### config.mk
export PLATFORM = sky130hd
export DESIGN_NAME = uart_rx
export DESIGN_NICKNAME = d
export VERILOG_FILES = /design/src/rtl/uart_rx.sv
export SDC_FILE = /design/constraint.sdc
export NUM_CORES = 1
export LEC_CHECK = 0
export CELL_PAD_IN_SITES_DETAIL_PLACEMENT = 0
export CELL_PAD_IN_SITES_GLOBAL_PLACEMENT = 1
export CORE_MARGIN = 4
export CORE_UTILIZATION = 38
export CTS_CLUSTER_SIZE = 25
export DETAILED_ROUTE_END_ITERATION = 7
export PLACE_DENSITY_LB_ADDON = 0.08
export SKIP_LAST_GASP = 1
export SYNTH_ARGS = -nofsm -noshare
export SYNTH_HDL_FRONTEND = slang
export SYNTH_SLANG_ARGS = --single-unit
export TNS_END_PERCENT = 5
### constraint.sdc
create_clock -name clk -period 4.3 [get_ports clk]
set_input_delay 0.645 -clock clk [delete_from_list [all_inputs] [get_ports clk]]
set_output_delay 0.645 -clock clk [all_outputs]
set_load 0.1 [all_outputs]
### src/rtl/uart_rx.sv
// ---------------------------------------------------------------------------
// uart_rx : 8N1 serial receiver, LSB first, idle-high line.
//
// The asynchronous rx line is brought into the clk domain through a two-stage
// synchroniser. Each bit is sampled around its middle with a 3-sample
// majority vote. A good frame updates data and pulses rx_done for one cycle;
// a frame whose stop bit votes low pulses frame_err and leaves data alone.
//
// Parameters
//   CLK_FREQ  system clock frequency in Hz (bit period = CLK_FREQ / baud)
//
// Ports
//   clk        in   system clock, rising edge
//   rst_n      in   synchronous reset, ACTIVE-HIGH despite the name
//   Baud_Set   in   baud select: 0=9600 1=19200 2=38400 3=57600 4=115200,
//                   5..7 fall back to 9600; latched at each start edge
//   rx         in   asynchronous serial input, idle high
//   data       out  last correctly received byte
//   rx_done    out  one-cycle strobe when data is updated
//   frame_err  out  one-cycle strobe when the stop bit votes low
//   rx_busy    out  high while a frame is being received
// ---------------------------------------------------------------------------
module uart_rx #(
   parameter int CLK_FREQ = 100000000
) (
   input  logic       clk,
   input  logic       rst_n,
   input  logic [2:0] Baud_Set,
   input  logic       rx,
   output logic [7:0] data,
   output logic       rx_done,
   output logic       frame_err,
   output logic       rx_busy
);

   localparam logic [15:0] BPS_9600   = 16'(CLK_FREQ / 9600);
   localparam logic [15:0] BPS_19200  = 16'(CLK_FREQ / 19200);
   localparam logic [15:0] BPS_38400  = 16'(CLK_FREQ / 38400);
   localparam logic [15:0] BPS_57600  = 16'(CLK_FREQ / 57600);
   localparam logic [15:0] BPS_115200 = 16'(CLK_FREQ / 115200);

   typedef enum logic [1:0] {
      IDLE  = 2'd0,
      START = 2'd1,
      DATA  = 2'd2,
      STOP  = 2'd3
   } state_t;

   // The port keeps its historical name; it is an active-high reset.
   logic srst;
   assign srst = rst_n;

   // ------------------------------------------------------------------
   // Synchroniser: sync_reg[1] is the usable line (rx_s), sync_reg[2] is
   // its one-cycle-old copy for falling-edge detection. Reset to 1 so the
   // line looks idle while the chain refills.
   // ------------------------------------------------------------------
   logic [2:0] sync_reg;
   logic       rx_s;
   logic       rx_s_d;

   always_ff @(posedge clk) begin
      if (srst) begin
         sync_reg <= 3'b111;
      end else begin
         sync_reg <= {sync_reg[1:0], rx};
      end
   end

   assign rx_s   = sync_reg[1];
   assign rx_s_d = sync_reg[2];

   // ------------------------------------------------------------------
   // Arming: the reset value of the chain is not a real observation of the
   // line. Only once rx_s carries a genuinely sampled high level may a
   // falling edge count as a start bit, so a line held low across reset
   // release cannot fake a frame.
   // ------------------------------------------------------------------
   logic [1:0] fill_cnt_reg;
   logic       armed_reg;

   always_ff @(posedge clk) begin
      if (srst) begin
         fill_cnt_reg <= 2'd0;
         armed_reg    <= 1'b0;
      end else begin
         if (fill_cnt_reg != 2'd2) begin
            fill_cnt_reg <= fill_cnt_reg + 2'd1;
         end
         if (fill_cnt_reg == 2'd2 && rx_s) begin
            armed_reg <= 1'b1;
         end
      end
   end

   logic start_edge;
   assign start_edge = armed_reg & rx_s_d & ~rx_s;

   // ------------------------------------------------------------------
   // Baud table lookup for the value that will be latched at a start edge.
   // ------------------------------------------------------------------
   logic [15:0] bps_sel;

   always_comb begin
      bps_sel = BPS_9600;
      case (Baud_Set)
         3'd1:    bps_sel = BPS_19200;
         3'd2:    bps_sel = BPS_38400;
         3'd3:    bps_sel = BPS_57600;
         3'd4:    bps_sel = BPS_115200;
         default: bps_sel = BPS_9600;
      endcase
   end

   // ------------------------------------------------------------------
   // Receive FSM state and datapath registers
   // ------------------------------------------------------------------
   state_t      state_reg,     state_next;
   logic [15:0] bps_reg,       bps_next;
   logic [15:0] div_cnt_reg,   div_cnt_next;
   logic [2:0]  bit_cnt_reg,   bit_cnt_next;
   logic [7:0]  shift_reg,     shift_next;
   logic [1:0]  samp_reg,      samp_next;
   logic [7:0]  data_reg,      data_next;
   logic        rx_done_reg,   rx_done_next;
   logic        frame_err_reg, frame_err_next;

   always_ff @(posedge clk) begin
      if (srst) begin
         state_reg     <= IDLE;
         bps_reg       <= 16'd0;
         div_cnt_reg   <= 16'd0;
         bit_cnt_reg   <= 3'd0;
         shift_reg     <= 8'h00;
         samp_reg      <= 2'b00;
         data_reg      <= 8'h00;
         rx_done_reg   <= 1'b0;
         frame_err_reg <= 1'b0;
      end else begin
         state_reg     <= state_next;
         bps_reg       <= bps_next;
         div_cnt_reg   <= div_cnt_next;
         bit_cnt_reg   <= bit_cnt_next;
         shift_reg     <= shift_next;
         samp_reg      <= samp_next;
         data_reg      <= data_next;
         rx_done_reg   <= rx_done_next;
         frame_err_reg <= frame_err_next;
      end
   end

   // Sample point decoding. The first two votes are stored; the third is
   // the live rx_s on the decision cycle, so the result is ready at S+1.
   logic [15:0] half;
   logic        at_samp0;
   logic        at_samp1;
   logic        at_vote;
   logic        at_last;
   logic        vote;

   assign half     = {1'b0, bps_reg[15:1]};
   assign at_samp0 = (div_cnt_reg == half - 16'd1);
   assign at_samp1 = (div_cnt_reg == half);
   assign at_vote  = (div_cnt_reg == half + 16'd1);
   assign at_last  = (div_cnt_reg == bps_reg - 16'd1);
   assign vote     = (samp_reg[0] & samp_reg[1]) |
                     (samp_reg[0] & rx_s) |
                     (samp_reg[1] & rx_s);

   always_comb begin
      state_next     = state_reg;
      bps_next       = bps_reg;
      div_cnt_next   = div_cnt_reg;
      bit_cnt_next   = bit_cnt_reg;
      shift_next     = shift_reg;
      samp_next      = samp_reg;
      data_next      = data_reg;
      rx_done_next   = 1'b0;
      frame_err_next = 1'b0;

      // Bit-period divider and vote sample capture run in every busy state.
      if (state_reg != IDLE) begin
         div_cnt_next = at_last ? 16'd0 : div_cnt_reg + 16'd1;
         if (at_samp0) begin
            samp_next[0] = rx_s;
         end
         if (at_samp1) begin
            samp_next[1] = rx_s;
         end
      end

      case (state_reg)
         IDLE: begin
            div_cnt_next = 16'd0;
            if (start_edge) begin
               state_next   = START;
               bps_next     = bps_sel;
               bit_cnt_next = 3'd0;
            end
         end

         START: begin
            if (at_vote && vote) begin
               // Line was back high at mid start bit: a glitch, not a frame.
               state_next   = IDLE;
               div_cnt_next = 16'd0;
            end else if (at_last) begin
               state_next   = DATA;
               bit_cnt_next = 3'd0;
            end
         end

         DATA: begin
            if (at_vote) begin
               shift_next[bit_cnt_reg] = vote;
            end
            if (at_last) begin
               if (bit_cnt_reg == 3'd7) begin
                  state_next = STOP;
               end else begin
                  bit_cnt_next = bit_cnt_reg + 3'd1;
               end
            end
         end

         STOP: begin
            // Leave at mid stop bit so an immediately following start bit
            // is seen from IDLE.
            if (at_vote) begin
               if (vote) begin
                  data_next    = shift_reg;
                  rx_done_next = 1'b1;
               end else begin
                  frame_err_next = 1'b1;
               end
               state_next   = IDLE;
               div_cnt_next = 16'd0;
            end
         end

         default: begin
            state_next   = IDLE;
            div_cnt_next = 16'd0;
         end
      endcase
   end

   assign data      = data_reg;
   assign rx_done   = rx_done_reg;
   assign frame_err = frame_err_reg;
   assign rx_busy   = (state_reg != IDLE);

endmodule

# Yosys cells after proc, flatten, opt, wreduce, memory -nomap -nowiden
# Index checks and enable logic that the tools add are counted.
classes:
  n_addsub: 6
  n_mul: 0
  div_mod_pow: 0
  n_lt_le_gt_ge: 2
  n_eq_ne: 22
  n_shift: 0
  n_mux: 24
  n_bitwise: 10
  reduce_logical: 14
ops:
  columns: ["op", "n"]
  rows:
  - ["$mux 16", 4]
  - ["$pmux 14 s4", 1]
  - ["$eq 16x16->1", 3]
  - ["$pmux 16 s3", 1]
  - ["$add 15x1->16 const B", 1]
  - ["$add 16x1->16 const B", 1]
  - ["$eq 16x15->1", 1]
  - ["$ne 2x2->1 const B", 8]
  - ["$sub 15x1->16 const B", 1]
  - ["$sub 16x1->16 const B", 1]
  - ["$mux 3", 5]
  - ["$mux 2", 6]
  - ["$pmux 3 s3", 1]
  - ["$bwmux 8", 1]
  - ["$pmux 2 s4", 1]
  - ["$reduce_and 2->1", 4]
  - ["$eq 2x2->1 const B", 3]
  - ["$eq 3x2->1 const B", 2]
  - ["$eq 3x3->1 const B", 2]
  - ["$reduce_and 6->1", 1]
  - ["$and 1x1->1", 5]
  - ["$reduce_and 5->1", 1]
  - ["$lt 3x4->1 const B", 1]
  - ["$add 3x1->3 const B", 1]
  - ["other kinds (15)", 22]
totals:
  ff_bits: 63
  latchBits: 0
  ramBits: 0
  romBits: 0
  input_bits: 6
  elab_cells: 91
  mem_count: 0

# Logic depth before layout (Yosys ltp)
# Gate-level depths: netlist of the first run.
logic_depth:
  depth_word: 6
  mapped_depth: 14

# Least setup slack after synthesis of the first run
# Ideal clock, no wire load.
synth_timing:
  kind: "register -> register"
  start: "reg bps_reg[3]"
  end: "reg bit_cnt_reg[0]"
  setup_time_ns: 0.114
  t_arrival_ns: 2.783
  path_slack_ns: 1.403
  stages_incl_launch_ff: 14
  n_path_buf: 4
  cell_sequence: "dfxtp_1 > buf_2 > inv_1 > ha_1 > clkbuf_1 > nor3b_2 > buf_2 > nand3b_1 > a21oi_1 > o211ai_1 > or4b_1 > buf_2 > o21a_1 > a21o_1"
synth_between:
  elab_chain_cells: 5
synth_rtl:
  columns: ["element", "line_no", "rtl"]
  rows:
  - ["start: declaration", "119", "logic [15:0] bps_reg, bps_next;"]
  - ["start signal: assignment", "141", "bps_reg <= bps_next;"]
  - ["$add 15x1->16", "164", "assign at_vote = (div_cnt_reg == half + 16'd1);"]
  - ["$eq 16x16->1", "164", null]
  - ["$logic_and 1x1->1", "203", "if (at_vote && vote) begin"]
  - ["$ne 2x2->1 (no line)", null, null]
  - ["$reduce_and 6->1 (no line) *", null, null]
  - ["end signal: assignment", "143", "bit_cnt_reg <= bit_cnt_next;"]
  - ["end: declaration", "121", "logic [2:0] bit_cnt_reg, bit_cnt_next;"]
# Every way passes the cells marked *; elsewhere a longest branch is shown, timed or not.
# A chain may end at the register's enable or synchronous reset.

# Worst setup path in the final report of the first run
layout_timing:
  start: "reg bps_reg[2]"
  end: "reg div_cnt_reg[8]"
layout_between:
  elab_chain_cells: 6
layout_rtl:
  columns: ["element", "line_no", "rtl"]
  rows:
  - ["$sub 16x1->16", "165", "assign at_last = (div_cnt_reg == bps_reg - 16'd1);"]
  - ["$eq 16x16->1", "165", null]
  - ["$mux 16", "183", "div_cnt_next = at_last ? 16'd0 : div_cnt_reg + 16'd1;"]
  - ["$mux 16", "182", "if (state_reg != IDLE) begin"]
  - ["$mux 16 (on tied branches)", "229, 203", null]
  - ["$pmux 16 s3 *", "192", "case (state_reg)"]
  - ["end signal: assignment", "142", "div_cnt_reg <= div_cnt_next;"]
  - ["end: declaration", "120", "logic [15:0] div_cnt_reg, div_cnt_next;"]
# Marked as above.

==> results of run 1 <==
power breakdown:
part	internal, mW	total (mW)	switching (mW)
logic	0.0727	0.161	0.0885
registers	0.563	0.581	0.0178
clock network	0.283	0.518	0.235
total	0.919	1.26	0.342
layout by cell type (no fill, tap or decap), types with 3 or more instances in the layout:
master	n
nand3b_1	4
and3_1	6
nor4_1	6
clkbuf_8	10
o211ai_1	3
a21oi_1	20
nand3_1	15
or3_1	6
mux2i_1	18
nor2b_1	4
nor3b_1	5
xor2_1	24
ha_1	5
clkdlybuf4s50_1	16
nand4_1	9
dfxtp_1	59
nor3_1	10
o21ai_0	6
a21o_1	4
xnor2_1	24
nand2_1	25
nor4b_1	3
o31ai_1	3
nor2_1	64
inv_1	14
o211a_1	3
buf_4	4
or3b_2	3
or2_2	4
layout make-up:
type / instances / area (um2) / area share (%)
multi-input combinational: 315 / 2070 / 54.0
sequential: 59 / 1180 / 30.8
timing repair buffer: 20 / 190 / 4.97
clock buffer: 10 / 138 / 3.59
tap: 108 / 135 / 3.53
clock inverter: 6 / 63.8 / 1.67
inverter: 14 / 52.6 / 1.37
metrics by stage:
stage               hold slack, ns  worst slack [ns]  util [%]  cells  total power, mW
floorplan                    0.389              1.40         -    424            0.719
global placement             0.397             0.832      41.2    516            0.753
detailed placement           0.399             0.764      41.2    516            0.754
CTS                          0.421             0.749      43.5    532             1.28
global route                 0.435             0.419      43.5    532             1.33
finish                       0.417             0.739      43.5    532             1.26
critical path: cells and delay by family (launching register included):
family | cells | cell delay [ns]
AND/OR/NAND/NOR | 5 | 2.20
AO/OA/AOI/OAI | 2 | 0.41
flip-flops | 1 | 0.41
adder cells (fa/ha/maj) | 1 | 0.32
buffers and inverters | 1 | 0.09
cell families after synthesis:
logic type | Yosys count | share of synthesized area (%)
buffers and inverters | 50 | 6.01
AOI/OAI and AO/OA | 64 | 13.0
and+or+nand+nor | 179 | 27.4
muxes | 18 | 5.21
adders and majority gates | 6 | 2.10
xor gates and xnor gates | 48 | 12.2
DFF | 59 | 34.2
layer usage:
layer | wire length [um] | track usage, %
met3 | 314 | 3.62
met2 | 4130 | 26.8
met5 | 0 | 0
met1 | 3920 | 22.9
met4 | 112 | 7.17
worst paths after layout:
path                         end  slack, ns  depth (start not counted)
setup / recovery  div_cnt_reg[8]       0.74                          9
hold / removal       sync_reg[1]       0.42                          1
setup reg to reg  div_cnt_reg[8]       0.74                          9
hold reg to reg      sync_reg[1]       0.42                          1
Yosys cell counts, types with 2 or more instances:
library cell  number  share of area (%)
a21o_1             4               0.87
ha_1               5                1.8
buf_2              7                1.0
or2_2              4               0.72
nor2b_1            4               0.72
dfxtp_1           59                 34
or3_1              6                1.1
a211oi_1           2               0.43
o211ai_1           3               0.65
nor2_1            64                6.9
a211o_1            2               0.51
inv_1             14                1.5
or4_1              2               0.43
nor4_1             6                1.1
or3b_2             3               0.76
xor2_1            24                6.1
o21ai_0            6               0.87
and4_1             2               0.51
nand3b_1           4               0.87
xnor2_1           24                6.1
nor3_1            10                1.4
nor4_2             2               0.72
nand3_1           15                2.2
a22oi_1            2               0.43
clkbuf_1          26                2.8
nand2_1           25                2.7
mux2i_1           18                5.2
o211a_1            3               0.87
a21oi_1           20                2.9
o32ai_1            2               0.51
nor3b_1            5                1.1
and3_1             6                1.1
o21a_1             2               0.43
o31ai_1            3               0.65
nand4_1            9                1.6
nor4b_1            3               0.76
o2111ai_1          2               0.51
==> out/qor.yml, run 1 <==
area_growth_pct: 10.7
fp.dieArea_um2: 10700
cts_buffer_depth: 2
hold_class: "flip-flop to flip-flop"
antenna_found_initial: 0
hpwl_um: 6210
route.detailed.drc: 0
netlist_area_um2: 3460
fillers: 905
rsz0062_at_grt: "no"
relSlewSlack_pct: 32.4
holdBufCountCts: 0
hold_violations: 0
synthFlopType: "dfxtp_1"
synth_cells: 424
die_y_um: 103
vias: 2913
startpoint_type: "flip-flop"
r2r_start: "bps_reg[2]"
crit_required_ns: 4.51
drive_above_1_share_pct: 8.02
grt.overflow.total: 0
fin_tns_setup_ns: 0
crit_type: "flip-flop to flip-flop"
crit_slowest_cell: "nor3b_2"
globalplace.congestion: 0.913
slew_viol_final: 0
clk_latency_ns: 0.34
syn_nets: 435
vdd_drop_max_mv: 0.172
start_util_pct: 39.3
yosys_warnings: 0
grt_max_degree: 28
max_freq_ghz: 0.281
post_cts_resized: 0
drv_cap: 0
post-route-period-util_pct: 82.8
largest_reg_flops: 16
clk_root_buffer_cell: "clkbuf_8"
rows: 34
grt_pass1_wl_um: 14200
worst_slew_pin_slew_ns: 1.01
grt_pass1_vias: 2728
final_area_um2: 3830
cp-end-kind: "flip-flop"
crit_path_max_incr_delay_ns: 0.87
path_max_fanout: 16
async_reset_ff_share_pct: 0
setup_violations: 0
crit_start: "bps_reg[2]"
synth-edff-count: 0
drt-initial-drc-count: 142
p_leak_nw: 1.50
htreeDepth: 3
wl_um: 8480
grt_use_total_pct: 17.2
ant_nets: 0
layout.nets: 430
dr.pass1.iters: 4
numCtsBuffers: 9
die_w_um: 103
place_area_um2: 3630
synth_seq_cells: 59
io_pins: 17
ys_types: 63
power_density_nw_per_um2: 329
cts.sinks: 59
syn_avg_cell_area_um2: 8.16
clk_pin_slew_worst_paths_ns: 0.08
port_buffers: 16
status: "finished clean"
hold_start: "sync_reg[0]"
skew_ns: 0.0111
fin_crit_ns: 3.56
cts_tree: "built"
arrival_ns: 3.77
viasPerCell: 5.48
synth-seq-area-share_pct: 34.2
worstPathCellList: "inv_1 -> ha_1 -> nor3b_2 -> nand2_1 -> o32ai_1 -> o2bb2ai_1 -> or4b_1 -> nand3b_2 -> nor2_1"
diodes: 0
detail_route.wl_per_cell_um: 15.9
cts_setup_buffers: 0
coreArea_um2: 8810
Power figures use the tool's default switching activity.
==> inputs of run 2 (changes only) <==
==> constraint.sdc (replaced) <==
create_clock -name clk -period 3.6 [get_ports clk]
set_input_delay 0.54 -clock clk [delete_from_list [all_inputs] [get_ports clk]]
set_output_delay 0.54 -clock clk [all_outputs]
set_load 0.1 [all_outputs]
==> out/qor.yml, run 2 (synthesized netlist as in run 1, its figures left out) <==
p_leak_nw: 1.55
min_to: "sync_reg[1]"
die_y_um: 103
max_freq_ghz: 0.319
clk_root_buffer_cell: "clkbuf_8"
htreeDepth: 3
largest_reg_flops: 16
status: "finished clean"
die_w_um: 103
area_growth_pct: 12.9
hold_class: "flip-flop to flip-flop"
post_cts_resized: 0
crit_type: "flip-flop to flip-flop"
antenna_found_initial: 0
hpwl_um: 6400
grt_pass1_vias: 2802
cts_buffer_depth: 2
holdBufCountCts: 0
cts.sinks: 59
diodes: 0
drv_cap: 0
crit_path_max_incr_delay_ns: 0.73
post-route-period-util_pct: 87.2
final_cell_mix: "nor2_1 (64), dfxtp_1 (59), nand2_1 (25), xor2_1 (24), xnor2_1 (24)"
route.detailed.drc: 0
drive_above_1_share_pct: 9.93
drt-initial-drc-count: 119
grt_use_total_pct: 17.9
power_density_nw_per_um2: 391
r2r_start: "bps_reg[2]"
wl_um: 8570
hold_start: "sync_reg[0]"
worst_slew_pin_slew_ns: 0.984
globalplace.congestion: 0.833
fin_crit_ns: 3.14
fp.dieArea_um2: 10700
start_util_pct: 39.3
fillers: 901
startpoint_type: "flip-flop"
numCtsBuffers: 9
slew_viol_final: 0
fin_tns_setup_ns: 0
r2r_cells: 8
path_max_fanout: 16
grt_max_degree: 24
cpLargestDelayFamily: "simple AND/OR/NAND/NOR gates"
crit_slowest_cell: "or4b_1"
final_common_cell: "nor2_1"
vias: 2894
hold_violations: 0
vdd_drop_max_mv: 0.216
dr.pass1.iters: 4
cts_setup_buffers: 0
cp-end-kind: "flip-flop"
crit_required_ns: 3.83
grt_pass1_wl_um: 14700
rows: 34
r2r_end: "div_cnt_reg[15]"
layout.nets: 439
viasPerCell: 5.35
detail_route.wl_per_cell_um: 15.8
io_pins: 17
clk_pin_slew_worst_paths_ns: 0.07
coreArea_um2: 8810
hold_depth: 1
critPathBufInv: 1
arrival_ns: 3.36
fin_util_pct: 44.3
cts_tree: "built"
skew_ns: 0.0110
setup_violations: 0
grt.overflow.total: 0
worstPathCellList: "buf_4 -> or4_4 -> or3_1 -> o31ai_1 -> a31oi_1 -> or4b_1 -> nand3b_2 -> nor2_1"
rsz0062_at_grt: "no"
ant_nets: 0
clk_latency_ns: 0.34
relSlewSlack_pct: 34.2
r2r_slack_ns: 0.46
port_buffers: 16
-- run 2: cell type report --
class                           instances  area (um2)  area share, %
Multi-Input combinational cell        315        2080           53.2
Sequential cell                        59        1180           30.3
Tap cell                              108         135           3.46
Clock inverter                          4        48.8           1.25
Clock buffer                           12         155           3.97
Inverter                               14        52.6           1.35
Timing Repair Buffer                   29         255           6.54
-- run 2: report_power, final --
group / total [mW] / internal (mW) / switching [mW]
Combinational: 0.204 / 0.0937 / 0.111
Clock: 0.631 / 0.357 / 0.274
Sequential: 0.692 / 0.673 / 0.0192
-- run 2: worst max-delay path by stage --
| stage | from | to | slack (ns) | cells past startpoint |
|---|---|---|---|---|
| 2_1_floorplan | bps_reg[3] | bit_cnt_reg[0] | 0.70 | 13 |
| 3_3_place_gp | bps_reg[3] | div_cnt_reg[12] | 0.37 | 9 |
| 3_5_place_dp | bps_reg[3] | div_cnt_reg[15] | 0.28 | 9 |
| 4_1_cts | bps_reg[3] | div_cnt_reg[15] | 0.26 | 9 |
| 5_1_grt | bps_reg[3] | div_cnt_reg[15] | 0.26 | 9 |
| 6_report | bps_reg[2] | div_cnt_reg[15] | 0.46 | 8 |
-- run 2: stage by stage --
step | power (mW) | setup WS [ns] | hold slack, ns | std cells | cell area, um2
after global routing | 1.61 | 0.258 | 0.460 | 541 | 3900
after global placement | 0.907 | 0.375 | 0.397 | 525 | 3690
after floorplan | 0.859 | 0.703 | 0.389 | 424 | 3460
after detailed placement | 0.909 | 0.280 | 0.411 | 525 | 3690
final | 1.53 | 0.461 | 0.424 | 541 | 3900
after CTS | 1.55 | 0.256 | 0.431 | 541 | 3900
-- run 2: per-layer routing --
metal	routed length, um	global-route usage, %
met1	3950	23.5
met2	4100	29.0
met3	368	3.49
met4	150	6.87
met5	0	0
